## src/rtl/mips_mem_pkg.sv

```systemverilog
// ============================================================================
// Module  : mips_mem_pkg
// Brief   : Shared types and constants for the data-memory responder.
// Revision: 1.0 - initial release
// ============================================================================
`default_nettype none

package mips_mem_pkg;

    typedef enum logic [1:0] {
        IDLE = 2'd0,
        WAIT = 2'd1,
        RESP = 2'd2
    } dmem_state_t;

    localparam int LANE_W = 8;
    localparam int WORD_W = 32;

endpackage

`default_nettype wire

```

## src/rtl/dmem_lane.sv

```systemverilog
// ============================================================================
// Module  : dmem_lane
// Brief   : Byte-lane merge for stores and extract/sign-extend for loads.
// Revision: 1.0 - initial release
// ============================================================================
`default_nettype none

module dmem_lane
    import mips_mem_pkg::*;
(
    input  logic [WORD_W-1:0] old_word,
    input  logic [1:0]        lane,
    input  logic              is_byte,
    input  logic [WORD_W-1:0] wdata,
    output logic [WORD_W-1:0] store_word,
    output logic [WORD_W-1:0] load_word
);

    logic [LANE_W-1:0] w_sel_byte;

    always_comb begin
        w_sel_byte = old_word[{lane, 3'b000} +: LANE_W];
        store_word = wdata;
        load_word  = old_word;
        if (is_byte) begin
            // Little-endian: lane 0 is bits [7:0]; other lanes are preserved.
            store_word                           = old_word;
            store_word[{lane, 3'b000} +: LANE_W] = wdata[LANE_W-1:0];
            load_word = {{(WORD_W-LANE_W){w_sel_byte[LANE_W-1]}}, w_sel_byte};
        end
    end

endmodule

`default_nettype wire

```

## src/rtl/dmem_responder.sv

```systemverilog
// ============================================================================
// Module  : dmem_responder
// Brief   : Fixed-latency load/store responder with pipeline stall output.
// Revision: 1.0 - initial release
// ============================================================================
`default_nettype none

module dmem_responder
    import mips_mem_pkg::*;
#(
    parameter int DEPTH_WORDS = 64,
    parameter int LATENCY     = 3
) (
    input  logic        clk,
    input  logic        reset,
    input  logic        req_valid,
    input  logic        req_we,
    input  logic        req_byte,
    input  logic [31:0] req_addr,
    input  logic [31:0] req_wdata,
    output logic        req_ready,
    output logic        resp_valid,
    output logic [31:0] resp_rdata,
    output logic        resp_err,
    output logic        stall
);

    localparam int AW = $clog2(DEPTH_WORDS);
    localparam int CW = (LATENCY > 1) ? $clog2(LATENCY) : 1;
    localparam logic [CW-1:0] LOAD_COUNT = CW'(LATENCY - 1);

    dmem_state_t        r_state;
    dmem_state_t        w_next_state;
    logic [CW-1:0]      r_count;
    logic [CW-1:0]      w_count_dec;
    logic               r_we;
    logic               r_byte;
    logic [AW+1:0]      r_addr;
    logic [WORD_W-1:0]  r_wdata;
    logic [WORD_W-1:0]  r_mem [DEPTH_WORDS];

    logic               w_access;
    logic               w_acc_we;
    logic               w_acc_byte;
    logic [AW+1:0]      w_acc_addr;
    logic [WORD_W-1:0]  w_acc_wdata;
    logic               w_misaligned;
    logic [AW-1:0]      w_index;
    logic [WORD_W-1:0]  w_old_word;
    logic [WORD_W-1:0]  w_store_word;
    logic [WORD_W-1:0]  w_load_word;
    logic               w_unused;

    // Upper address bits are ignored, so addresses wrap over the array.
    assign w_unused = ^req_addr[31:AW+2];

    // A single-cycle latency accesses straight from the request inputs.
    always_comb begin
        w_acc_we    = r_we;
        w_acc_byte  = r_byte;
        w_acc_addr  = r_addr;
        w_acc_wdata = r_wdata;
        if (r_state == IDLE) begin
            w_acc_we    = req_we;
            w_acc_byte  = req_byte;
            w_acc_addr  = req_addr[AW+1:0];
            w_acc_wdata = req_wdata;
        end
    end

    assign w_misaligned = ~w_acc_byte & (w_acc_addr[1:0] != 2'b00);
    assign w_index      = w_acc_addr[AW+1:2];
    assign w_old_word   = r_mem[w_index];
    assign w_count_dec  = r_count - CW'(1);

    dmem_lane u_lane (
        .old_word   (w_old_word),
        .lane       (w_acc_addr[1:0]),
        .is_byte    (w_acc_byte),
        .wdata      (w_acc_wdata),
        .store_word (w_store_word),
        .load_word  (w_load_word)
    );

    always_comb begin
        w_next_state = r_state;
        w_access     = 1'b0;
        req_ready    = 1'b0;
        case (r_state)
            IDLE: begin
                req_ready = 1'b1;
                if (req_valid) begin
                    if (LATENCY == 1) begin
                        w_access     = 1'b1;
                        w_next_state = RESP;
                    end else begin
                        w_next_state = WAIT;
                    end
                end
            end
            WAIT: begin
                // Access fires on the edge where the decremented count hits zero.
                if (w_count_dec == '0) begin
                    w_access     = 1'b1;
                    w_next_state = RESP;
                end
            end
            RESP:    w_next_state = IDLE;
            default: w_next_state = IDLE;
        endcase
    end

    assign resp_valid = (r_state == RESP);
    assign stall      = req_valid & ~resp_valid;

    always_ff @(posedge clk or posedge reset) begin
        if (reset) begin
            r_state    <= IDLE;
            r_count    <= '0;
            r_we       <= 1'b0;
            r_byte     <= 1'b0;
            r_addr     <= '0;
            r_wdata    <= '0;
            resp_rdata <= '0;
            resp_err   <= 1'b0;
        end else begin
            r_state <= w_next_state;
            if (r_state == IDLE && req_valid) begin
                r_we    <= req_we;
                r_byte  <= req_byte;
                r_addr  <= req_addr[AW+1:0];
                r_wdata <= req_wdata;
                r_count <= LOAD_COUNT;
            end else if (r_state == WAIT) begin
                r_count <= w_count_dec;
            end
            if (w_access) begin
                resp_rdata <= (w_acc_we | w_misaligned) ? '0 : w_load_word;
                resp_err   <= w_misaligned;
            end
        end
    end

    // Array is not reset; reset also blocks any uncommitted store.
    always_ff @(posedge clk) begin
        if (!reset && w_access && w_acc_we && !w_misaligned) begin
            r_mem[w_index] <= w_store_word;
        end
    end

endmodule

`default_nettype wire

```

## config.mk

```make
export PLATFORM = sky130hd
export DESIGN_NAME = dmem_responder
export DESIGN_NICKNAME = d
export VERILOG_FILES = /design/src/rtl/mips_mem_pkg.sv /design/src/rtl/dmem_lane.sv /design/src/rtl/dmem_responder.sv
export SDC_FILE = /design/constraint.sdc
export NUM_CORES = 2
export LEC_CHECK = 0
export ABC_AREA = 0
export ABC_CLOCK_PERIOD_IN_PS = 6350
export CORE_MARGIN = 4
export CORE_UTILIZATION = 45
export CTS_CLUSTER_DIAMETER = 50
export CTS_CLUSTER_SIZE = 25
export DETAILED_ROUTE_END_ITERATION = 16
export SLEW_MARGIN = 30
export SYNTH_ARGS = -nofsm -noshare
export SYNTH_HDL_FRONTEND = slang
export SYNTH_SLANG_ARGS = --single-unit
```

## constraint.sdc

```tcl
create_clock -name clk -period 6.35 [get_ports clk]
set_clock_uncertainty 0.2 [all_clocks]
set_input_delay 0.635 -clock clk [delete_from_list [all_inputs] [get_ports clk]]
set_output_delay 0.635 -clock clk [all_outputs]
set_load 0.02 [all_outputs]
```

==> summary.txt <==
CTS clk-pin slew, worst paths - 0.08 ns
Avg Inst Size Synth - 16.3 um2
DRC viols - 0
Top FF cell, synth - edfxtp_1
yosys warns - 0
Crit Path Max Fanout - 64
hpwl dp - 172,000 um
R2R Path Start - r_state[0]
global route total overflow - 0
Chip Height - 433 um
drt total wl - 285,000 um
clock latency on the worst-skew pair - 0.82 ns
register area share after synthesis - 78.1%
critical path's largest stage delay - 0.88 ns
nets - 5,386
CTS Sinks - 2,127
Filler Cell Count - 14.2k
I/O Pins - 105
Reg2Reg Setup Slack - 0.86 ns
Area Growth Syn to Fin - 16.2%
min-delay worst type - in -> async
PwrDens - 610 nW/um2
DP Area - 88,600 um2
initial antenna violation count - 6
CP startpoint - r_state[0]
Tightest Pin Transition - 1.10 ns
row count - 155
layout cell share with drive strength beyond 1 - 17.8%
number of port buffers - 80
GRT Overall Usage - 29.8%
final worst setup slack - 0.857 ns
Setup TNS - 0 ns
Core Area - 179,000 um2
critical path type - reg -> reg
flop and latch count out of synthesis - 2,127
DIE AREA - 188,000 um2
max frequency - 182 MHz
Finished Cell Area - 94,500 um2
CP Launch Type - flop
Synth cell types - 100
synthesized instance count - 5,003
CP max-delay cell - or4_1
Die X - 433 um
Max-cap violations - 0
WL/cell - 36.5 um
setup violators final - 0
CTS HTree Levels - 4
status - completed
antenna-violating nets left - 0
worst slack at placement - 0.332 ns
Clock Tree Buf Depth - 3
post-CTS setup buffers - 0
Max IR drop VDD - 664 uV
Data arrival, critical path - 5.87 ns
GP Congestion - 0.891
Worst Reg2Reg Path Length in Cells - 12
Async SR Flop Fraction - 3.71%
CTS Buf Count - 162
endpoint class of the critical path - flop
Iteration-0 DRC Markers - 8,857
Required @ worst endpoint - 6.72 ns
pin count of the biggest net entering global routing - 65
Root Driver - clkbuf_16
vias in the first global route - 49.2k
Tmin final - 5.49 ns
reg2reg end - r_mem[0][24]
post-synthesis instance area - 81,300 um2
Pre-Repair DR Iteration Count - 6
CTS tree - yes
critical-path cell list - or2_2, clkinv_4, o21a_4, buf_12, buf_4, o22ai_1, nor3_1, o22ai_1, or4_1, o221a_1, a31oi_4, buf_12
drt via density - 6.76
Initial Util - 45.4%
RSZ-0062 raised after global routing - no
first-pass GRT wire length - 392,000 um
crit path to - r_mem[0][24]
Leakage - 30.0 nW
Rel. slew slack - 26.8%
final period utilization - 86.5%
PostCTS Resize Cnt - 0
Syn Nets - 5,078
vias post-DR - 52.8k
Post-CTS Hold Buffers - 0
number of flops mapped to enable cells by yosys - 2,048
final hold violations - 0
Slew Limit Fails - 0
## kinds of logic after synthesis
| group | after synthesis | share of synthesized area, % |
|---|---|---|
| and+or+nand+nor | 934 | 5.27 |
| buffers and inverters | 382 | 2.73 |
| adders and majority gates | 6 | 0.0923 |
| AOI/OAI and AO/OA | 1462 | 12.6 |
| DFF | 2127 | 78.1 |
| muxes | 92 | 1.26 |
## cells in the mapped netlist, drive strengths merged, types with 49 or more instances
cell type | n | area [um2]
edfxtp | 2048 | 61500
o22ai | 645 | 4040
nand2 | 311 | 1170
buf | 287 | 1860
nor2 | 277 | 1050
o21ai | 134 | 686
nor3 | 115 | 576
a21oi | 108 | 541
o221ai | 101 | 891
a211oi | 79 | 593
dfrtp | 79 | 1980
a31oi | 78 | 494
clkbuf | 76 | 285
and3 | 64 | 400
nand3 | 56 | 280
mux2 | 49 | 556
o211ai | 49 | 482
## critical path, delay by kind of cell (launching register included)
family | cells | cell delay [ns]
simple gates | 3 | 1.73
compound gates | 5 | 1.50
buf+inv | 4 | 1.23
flops | 1 | 0.38
## sequential cells by signal (all words and copies together) (netlist names)
| name | count |
|---|---|
| r_addr | 8 |
| r_byte | 1 |
| r_count | 2 |
| r_mem | 2048 |
| r_state | 2 |
| r_wdata | 32 |
| r_we | 1 |
| resp_err | 1 |
| resp_rdata | 32 |
## placed cells by master, fill, tap and decap left out, types with 10 or more instances in the layout
| master | synthesis | layout |
|---|---|---|
| o211ai_2 | 20 | 20 |
| nand3_1 | 56 | 56 |
| nor4_1 | 27 | 27 |
| edfxtp_1 | 2048 | 2048 |
| inv_6 | 0 | 27 |
| o21ai_0 | 123 | 122 |
| a31oi_1 | 77 | 55 |
| clkinv_4 | 1 | 12 |
| a221oi_1 | 20 | 20 |
| dfrtp_1 | 79 | 79 |
| mux2_2 | 48 | 45 |
| o221a_2 | 16 | 16 |
| buf_4 | 91 | 319 |
| nand2_1 | 309 | 307 |
| nor2_4 | 1 | 69 |
| a32oi_1 | 32 | 32 |
| a211oi_1 | 79 | 79 |
| mux2i_1 | 40 | 37 |
| nor3_1 | 115 | 115 |
| inv_1 | 18 | 17 |
| bufinv_16 | 0 | 17 |
| clkdlybuf4s50_1 | 0 | 80 |
| clkbuf_16 | 0 | 168 |
| inv_8 | 0 | 19 |
| o221ai_1 | 100 | 100 |
| nor2_1 | 276 | 204 |
| clkinv_8 | 0 | 20 |
| and3_1 | 64 | 64 |
| o31ai_1 | 29 | 29 |
| a21oi_1 | 108 | 107 |
| o211ai_1 | 28 | 28 |
| clkinvlp_4 | 0 | 10 |
| nand4_1 | 10 | 10 |
| a22oi_1 | 21 | 21 |
| o22ai_1 | 644 | 636 |
| a31oi_4 | 0 | 22 |
| o22a_1 | 27 | 26 |
| buf_12 | 0 | 107 |
| or3_1 | 12 | 12 |
## where the power goes
| group | internal (mW) | switching, mW | leakage (nW) |
|---|---|---|---|
| sequential | 21.2 | 0.186 | 19.4 |
| combinational | 6.98 | 18.0 | 7.75 |
| clock | 5.82 | 5.49 | 2.84 |
| total | 34.0 | 23.6 | 30.0 |
## layout make-up
| type | instances | area, um2 | area share [%] |
|---|---|---|---|
| Sequential cell | 2127 | 63500 | 67.2 |
| Timing Repair Buffer | 507 | 5350 | 5.66 |
| Clock inverter | 123 | 1650 | 1.75 |
| Antenna cell | 8 | 20.0 | 0.0212 |
| Inverter | 19 | 77.6 | 0.0821 |
| Tap cell | 2355 | 2950 | 3.12 |
| Multi-Input combinational cell | 2494 | 16700 | 17.7 |
| Clock buffer | 176 | 4240 | 4.49 |
## metal layers
layer  wire length [um]  global-route usage [%]  up-vias
li1                   -                       -    21125
met1             108000                    42.1    27316
met2             129000                    45.4     3772
met3              33600                    5.45      560
met4              14700                    13.3        0
met5                  0                       0        -
## per-stage QoR
stage	total power, mW	utilization [%]	hold WS (ns)	std cells
finish	57.6	52.8	0.0601	7809
global route	59.1	52.8	0.0803	7801
CTS	57.2	52.8	0.0299	7800
detailed placement	46.1	49.5	0.293	7501
global placement	45.7	49.5	0.283	7501
floorplan	34.1	-	0.264	5003
## worst min-delay path by stage
| stage | start | to | slack [ns] | depth (start not counted) |
|---|---|---|---|---|
| global placement | r_wdata[29] | r_wdata[29] | 0.28 | 1 |
| CTS | reset | r_addr[6] | 0.03 | 2 |
| global route | reset | r_addr[6] | 0.08 | 2 |
| detailed placement | r_wdata[29] | r_wdata[29] | 0.29 | 1 |
| floorplan | r_count[0] | r_count[0] | 0.26 | 1 |
| finish | reset | r_addr[6] | 0.06 | 2 |
(Power assumes the default switching activity.)
